$ cat src/rtl/ahb5_pkg.sv
// ahb5_pkg: shared AHB5 encodings for the bus arbiter slice.
//   htrans_t     - HTRANS encodings (IDLE/BUSY/NONSEQ/SEQ)
//   hburst_t     - HBURST encodings (SINGLE .. INCR16)
//   lock_state_t - burst lock FSM states
//   burst_beats  - beat count of a fixed-length burst, 0 for SINGLE/INCR
package ahb5_pkg;

  typedef enum logic [1:0] {
    IDLE   = 2'b00,
    BUSY   = 2'b01,
    NONSEQ = 2'b10,
    SEQ    = 2'b11
  } htrans_t;

  typedef enum logic [2:0] {
    SINGLE = 3'b000,
    INCR   = 3'b001,
    WRAP4  = 3'b010,
    INCR4  = 3'b011,
    WRAP8  = 3'b100,
    INCR8  = 3'b101,
    WRAP16 = 3'b110,
    INCR16 = 3'b111
  } hburst_t;

  typedef enum logic {
    UNLOCKED = 1'b0,
    LOCKED   = 1'b1
  } lock_state_t;

  function automatic logic [4:0] burst_beats(hburst_t burst);
    case (burst)
      WRAP4,  INCR4:  return 5'd4;
      WRAP8,  INCR8:  return 5'd8;
      WRAP16, INCR16: return 5'd16;
      default:        return 5'd0;
    endcase
  endfunction

endpackage

$ cat src/rtl/ahb5_rr_arbiter.sv
// ahb5_rr_arbiter: combinational round-robin pick.
//   req_i   - request vector, one bit per manager
//   ptr_i   - index with highest priority this round
//   valid_o - at least one request present
//   idx_o   - first requesting index at or after ptr_i, modulo NUM_MST
module ahb5_rr_arbiter #(
  parameter int NUM_MST = 2,
  parameter int IDX_W   = $clog2(NUM_MST)
) (
  input  logic [NUM_MST-1:0] req_i,
  input  logic [IDX_W-1:0]   ptr_i,
  output logic               valid_o,
  output logic [IDX_W-1:0]   idx_o
);

  int cand;

  // NOTE: every output of a combinational block gets a default before any
  // conditional assignment, otherwise synthesis infers a latch.
  always_comb begin
    valid_o = 1'b0;
    idx_o   = '0;
    cand    = 0;
    // Walk from the farthest candidate back to ptr_i so the nearest
    // requester is the last (winning) assignment.
    for (int k = NUM_MST - 1; k >= 0; k--) begin
      cand = int'(ptr_i) + k;
      if (cand >= NUM_MST) cand = cand - NUM_MST;
      if (req_i[cand]) begin
        valid_o = 1'b1;
        idx_o   = IDX_W'(cand);
      end
    end
  end

endmodule

$ cat src/rtl/ahb5_bus_arbiter.sv
// ahb5_bus_arbiter: shares one AHB5 manager port between NUM_MST requesters.
// Round-robin arbitration at transfer/burst boundaries; fixed-length bursts
// and INCR bursts hold the bus until done. Address-phase owner (owner) and
// data-phase owner (downer) are tracked separately to keep pipelining.
//   HCLK, HRESETn (sync, active-low)
//   m_*       - per-manager request side (address/control/wdata in,
//               grant/ready/resp/rdata out)
//   H*        - single subordinate-side AHB5 bus
module ahb5_bus_arbiter
  import ahb5_pkg::*;
#(
  parameter int NUM_MST = 2
) (
  input  logic        HCLK,
  input  logic        HRESETn,
  input  logic        m_req    [NUM_MST],
  input  logic [31:0] m_haddr  [NUM_MST],
  input  logic [31:0] m_hwdata [NUM_MST],
  input  logic        m_hwrite [NUM_MST],
  input  logic [2:0]  m_hsize  [NUM_MST],
  input  logic [2:0]  m_hburst [NUM_MST],
  input  logic [3:0]  m_hprot  [NUM_MST],
  input  logic [1:0]  m_htrans [NUM_MST],
  output logic        m_hgrant [NUM_MST],
  output logic        m_hready [NUM_MST],
  output logic        m_hresp  [NUM_MST],
  output logic [31:0] m_hrdata [NUM_MST],
  output logic [31:0] HADDR,
  output logic [31:0] HWDATA,
  output logic        HWRITE,
  output logic [2:0]  HSIZE,
  output logic [2:0]  HBURST,
  output logic [3:0]  HPROT,
  output logic [1:0]  HTRANS,
  input  logic        HREADY,
  input  logic [31:0] HRDATA,
  input  logic        HRESP
);

  localparam int IDX_W = $clog2(NUM_MST);

  logic [IDX_W-1:0]   owner_q, owner_d, downer_q, downer_d, rr_ptr_q, rr_ptr_d;
  logic               dvalid_q, dvalid_d;
  lock_state_t        lock_q, lock_d;
  logic [3:0]         beats_q, beats_d;
  logic [NUM_MST-1:0] grant_q, grant_d;

  logic [NUM_MST-1:0] req_vec;
  logic               arb_valid;
  logic [IDX_W-1:0]   arb_idx;
  htrans_t            htrans_bus;
  hburst_t            hburst_bus;
  logic               accepted;
  logic [4:0]         nbeats;

  ahb5_rr_arbiter #(.NUM_MST(NUM_MST), .IDX_W(IDX_W)) u_rr (
    .req_i   (req_vec),
    .ptr_i   (rr_ptr_q),
    .valid_o (arb_valid),
    .idx_o   (arb_idx)
  );

  // Address-phase mux, driven by the registered owner.
  assign HADDR      = m_haddr[owner_q];
  assign HWRITE     = m_hwrite[owner_q];
  assign HSIZE      = m_hsize[owner_q];
  assign HPROT      = m_hprot[owner_q];
  assign hburst_bus = hburst_t'(m_hburst[owner_q]);
  assign HBURST     = hburst_bus;
  assign htrans_bus = (HRESETn && m_req[owner_q]) ? htrans_t'(m_htrans[owner_q]) : IDLE;
  assign HTRANS     = htrans_bus;
  assign HWDATA     = m_hwdata[downer_q];

  assign accepted = HREADY && (htrans_bus == NONSEQ || htrans_bus == SEQ);
  assign nbeats   = burst_beats(hburst_bus);

  always_comb begin
    for (int i = 0; i < NUM_MST; i++) begin
      req_vec[i]  = m_req[i];
      m_hgrant[i] = grant_q[i];
      m_hrdata[i] = HRDATA;
      m_hready[i] = HREADY && ((owner_q == IDX_W'(i)) ||
                               (dvalid_q && downer_q == IDX_W'(i)));
      m_hresp[i]  = HRESP && dvalid_q && (downer_q == IDX_W'(i));
    end
  end

  always_comb begin
    owner_d  = owner_q;
    downer_d = downer_q;
    dvalid_d = dvalid_q;
    lock_d   = lock_q;
    beats_d  = beats_q;
    rr_ptr_d = rr_ptr_q;
    grant_d  = grant_q;

    if (!HREADY) begin
      // First error cycle of the owner's own data phase aborts the burst so
      // the bus can be handed over once the two-cycle response completes.
      if (HRESP && dvalid_q && downer_q == owner_q) begin
        lock_d  = UNLOCKED;
        beats_d = '0;
      end
    end else begin
      dvalid_d = accepted;
      if (accepted) downer_d = owner_q;

      case (lock_q)
        UNLOCKED: begin
          if (accepted && htrans_bus == NONSEQ) begin
            if (nbeats != 5'd0) begin
              lock_d  = LOCKED;
              beats_d = 4'(nbeats - 5'd1);
            end else if (hburst_bus == INCR) begin
              lock_d  = LOCKED;
              beats_d = '0;
            end
          end
        end
        LOCKED: begin
          // beats_q == 0 while locked marks an undefined-length INCR burst.
          if (beats_q == '0) begin
            if (htrans_bus == IDLE) lock_d = UNLOCKED;
          end else if (accepted && htrans_bus == SEQ) begin
            beats_d = beats_q - 4'd1;
            if (beats_q == 4'd1) lock_d = UNLOCKED;
          end
        end
        default: lock_d = UNLOCKED;
      endcase

      if (lock_d == UNLOCKED && arb_valid) begin
        owner_d  = arb_idx;
        rr_ptr_d = (arb_idx == IDX_W'(NUM_MST - 1)) ? '0 : arb_idx + IDX_W'(1);
        grant_d  = '0;
        grant_d[arb_idx] = 1'b1;
      end
    end
  end

  // NOTE: sequential state uses non-blocking assignments so every register
  // samples pre-edge values regardless of statement order.
  always_ff @(posedge HCLK) begin
    if (!HRESETn) begin
      owner_q  <= '0;
      downer_q <= '0;
      dvalid_q <= 1'b0;
      lock_q   <= UNLOCKED;
      beats_q  <= '0;
      rr_ptr_q <= '0;
      grant_q  <= NUM_MST'(1);
    end else begin
      owner_q  <= owner_d;
      downer_q <= downer_d;
      dvalid_q <= dvalid_d;
      lock_q   <= lock_d;
      beats_q  <= beats_d;
      rr_ptr_q <= rr_ptr_d;
      grant_q  <= grant_d;
    end
  end

endmodule

$ cat config.mk
export PLATFORM = sky130hd
export DESIGN_NAME = ahb5_bus_arbiter
export DESIGN_NICKNAME = d
export VERILOG_FILES = /design/src/rtl/ahb5_pkg.sv /design/src/rtl/ahb5_rr_arbiter.sv /design/src/rtl/ahb5_bus_arbiter.sv
export SDC_FILE = /design/constraint.sdc
export NUM_CORES = 1
export LEC_CHECK = 0
export ABC_AREA = 1
export CAP_MARGIN = 20
export CORE_AREA = 8 8 124 126
export DETAILED_ROUTE_END_ITERATION = 10
export DIE_AREA = 0 0 132 134
export HOLD_SLACK_MARGIN = 0.08
export PLACE_DENSITY_LB_ADDON = 0.1
export SKIP_LAST_GASP = 1
export SLEW_MARGIN = 30
export SYNTH_ARGS = -nofsm -noshare
export SYNTH_HDL_FRONTEND = slang
export SYNTH_SLANG_ARGS = --single-unit
$ cat constraint.sdc
create_clock -name HCLK -period 2.4 [get_ports HCLK]
set_input_delay 0.48 -clock HCLK [delete_from_list [all_inputs] [get_ports HCLK]]
set_output_delay 0.48 -clock HCLK [all_outputs]
set_load 0.02 [all_outputs]
==> metrics.md <==
| Metric | Value |
|---|---|
| Status | `finished, final reports clean` |
| Mapped Area | `0.00222 mm2` |
| PwrDens | `339 mW/mm2` |
| Routed Antenna Nets | `0` |
| Post-route cell area | `0.00457 mm2` |
| Required time of the critical path | `1.92 ns` |
| Port-buffer cells | `242` |
| TritonCTS Buffers | `3` |
| FILL cells | `1500` |
| HP Class | `reg -> reg` |
| R2R cell count | `12` |
| Worst slew margin | `70.6%` |
| Sequential power share | `12.4%` |
| Commonest cells after routing, fill and taps aside | `250 x nand2_1, 227 x clkdlybuf4s50_1, 17 x buf_4, 15 x nand3_1, 14 x a21oi_1` |
| Setup CP Type | `in -> out` |
| Place WS | `-0.152 ns` |
| Synth Instances | `432` |
| Post-DP HPWL | `10700 um` |
| Slew @ Worst Pin | `0.440 ns` |
| Core outline area | `0.0135 mm2` |
| GRT Total Usage | `12.7%` |
| Routed len/inst | `15.4 um` |
| Final Core Density | `33.9%` |
| Hold_buf cts | `0` |
| Critical path's largest stage delay | `0.66 ns` |
| Library cells used by synthesis | `26` |
| Slew Viols, Final | `0` |
| DP Area | `0.00446 mm2` |
| Overall Power | `1550 uW` |
| Die Wd | `132 um` |
| Share of the synthesized area in the top cell type | `42.3%` |
| HP Start | `rr_ptr_q$_SDFFE_PN0P_` |
| Pin count of the biggest net entering global routing | `38` |
| CP startpoint | `m_hburst[1]` |
| RSZ-0062 raised after global routing | `no` |
| Starting Density | `16.4%` |
| Synth warn | `0` |
| Num rows | `43` |
| Final wirelength | `12200 um` |
| CP startpoint kind | `input port` |
| Worst-skew pair later-pin latency | `0.24 ns` |
| Comb power frac | `66.2%` |
| Commonest non-fill, non-tap cell in the layout | `nand2_1` |
| Sequential cell area | `201 um2` |
| Layout cells sized above 1 | `7.19%` |
| Clock power frac | `21.4%` |
| Die Y | `134 um` |
| Period minus WS final | `2.32 ns` |
| Ant diodes | `0` |
| CP most frequent cell | `clkdlybuf4s50_1` |
| Vias | `3087` |
| CTS tree | `yes` |
| Die footprint | `0.0177 mm2` |
| Fin. Hold Viols | `0` |
| Multi-input logic area | `0.00139 mm2` |
| Placed cell count | `788` |
| Clock root cell | `clkbuf_16` |
| Max-Cap Viols | `0` |
| First-pass GRT wire length | `18000 um` |
| Critical path's slowest cell | `clkdlybuf4s50_1` |
| Hold EP | `rr_ptr_q$_SDFFE_PN0P_` |
| Initial antenna violation count | `0` |
| Net switching power | `568 uW` |
| Largest fanout on the critical path | `3` |
| Reg2reg setup slack | `0.41 ns` |
| Number of H-tree levels | `1` |
| Longest Clk Path Bufs | `2` |
| Net count after synthesis | `628` |
| Clock skew | `0.00195 ns` |
| DRC | `0` |
| # setup viols final | `0` |
| FMAX | `0.431 GHz` |
| Drt first pass iters | `4` |
| Clk sink count | `10` |
| Number of synthesized register bits | `10` |
| Synthesized area per cell | `5.14 um2` |
| Worst setup margin | `0.0809 ns` |
| Vias in the first global route | `3178` |
| Sequential share of the synthesized area | `9.02%` |
| Leak | `0.00220 uW` |
| Routability cong. | `0.782` |
| Reg2reg end | `beats_q[0]$_SDFFE_PN0P_` |
| Final nets | `809` |
| Final Cycle Share | `96.6%` |
| CP Capture Type | `primary output` |
| Largest area contributor in the synthesized netlist | `nand2_1` |
| # IOs | `339` |
| Clk pin slew, worst setup/hold paths | `0.04 ns` |
| Via density | `3.90` |
| Hold path depth | `2` |
| Critical R2R Launch | `owner_q$_SDFFE_PN0P_` |
| Post-CTS Setup Bufs | `0` |
| Iteration-0 DRC Markers | `106` |
| VDD IR max | `0.186 mV` |
| Synth-to-layout area growth | `106%` |
| Non-Filler Instances | `792` |
| Total global routing overflow | `0` |
| CP Data Arrival Time | `1.84 ns` |
| Pint | `983 uW` |
| Ranking of synthesized cells by area | `nand2_1 42%, buf_4 22%, dfxtp_1 9.0%` |
| Worst-path cell chain | `clkdlybuf4s50_1 > inv_1 > o21ai_1 > clkdlybuf4s50_1` |
| Sw frac | `36.6%` |
-- registers in the layout, indices dropped and copies added, names as in the netlist --
register / cells
grant_q: 1
beats_q: 4
rr_ptr_q: 1
downer_q: 1
lock_q: 1
owner_q: 1
dvalid_q: 1
-- timing repair --
action | in CTS | in global routing
pin swaps | 0 | 0
endpoints found under the setup margin | 3 | 12
gates resized for setup | 3 | 12
-- stage by stage --
step                      setup TNS (ns)  hold slack, ns
after floorplan                        0           0.436
after global placement            -0.290           0.443
after detailed placement          -0.282           0.448
after CTS                              0           0.455
after global routing                   0           0.487
final                                  0           0.455
-- area by class of cell --
type	count	share of cell area (%)
sequential	10	4.40
timing repair buffer	261	57.2
inverter	14	1.15
tap	180	4.92
multi-input combinational	323	30.4
clock buffer	4	1.94
-- cells by family after synthesis --
logic type / after synthesis / synth area share [%]
compound gates: 25 / 6.32
xor+xnor: 2 / 0.790
fa+ha+maj: 4 / 2.26
buf+inv: 99 / 28.4
flops: 10 / 9.02
simple gates: 292 / 53.2
-- synth_stat cells --
| cell type | n |
|---|---|
| clkinv_1 | 1 |
| buf_1 | 1 |
| buf_6 | 1 |
| nor3_1 | 1 |
| nand2_1 | 250 |
| ha_1 | 4 |
| dfxtp_1 | 10 |
| inv_2 | 4 |
| nor3b_1 | 2 |
| o21ai_0 | 5 |
| inv_1 | 9 |
| nand3_1 | 15 |
| nand3_2 | 2 |
| a21oi_1 | 14 |
| nor2_2 | 1 |
| xnor2_1 | 2 |
| nor2_1 | 10 |
| nand2_2 | 8 |
| buf_4 | 66 |
| o21ai_1 | 2 |
| nor2_4 | 3 |
| a21oi_2 | 1 |
| buf_2 | 2 |
| a21boi_2 | 1 |
| o211ai_1 | 2 |
| clkbuf_1 | 15 |
-- power groups by stage --
stage | registers (uW) | clock network (uW) | logic, uW
3_3_place_gp | 195 | 0 | 1050
5_1_grt | 194 | 346 | 1110
6_report | 192 | 332 | 1030
2_1_floorplan | 192 | 0 | 584
4_1_cts | 192 | 337 | 1050
3_5_place_dp | 194 | 0 | 1050
-- worst max path at each step --
stage	endpoint	slack, ns	cells after the start
floorplan	beats_q[0]$_SDFFE_PN0P_	0.33	11
global placement	HTRANS[1]	-0.15	6
detailed placement	HTRANS[1]	-0.15	6
CTS	HBURST[2]	0.01	4
global route	HADDR[23]	0.008	5
finish	HBURST[1]	0.08	4
-- metal layers --
metal	part of all wire (%)	vias to the layer above	track usage [%]
li1	-	1610	-
met1	36	1314	12.7
met2	54	155	24.5
met3	10	8	5.72
met4	0.22	0	0.830
met5	0	-	0
-- worst max-delay path, delay by kind of cell --
| family | cells | cell delay [ns] |
|---|---|---|
| buf+inv | 3 | 1.16 |
| compound gates | 1 | 0.20 |
(Power assumes the default switching activity.)
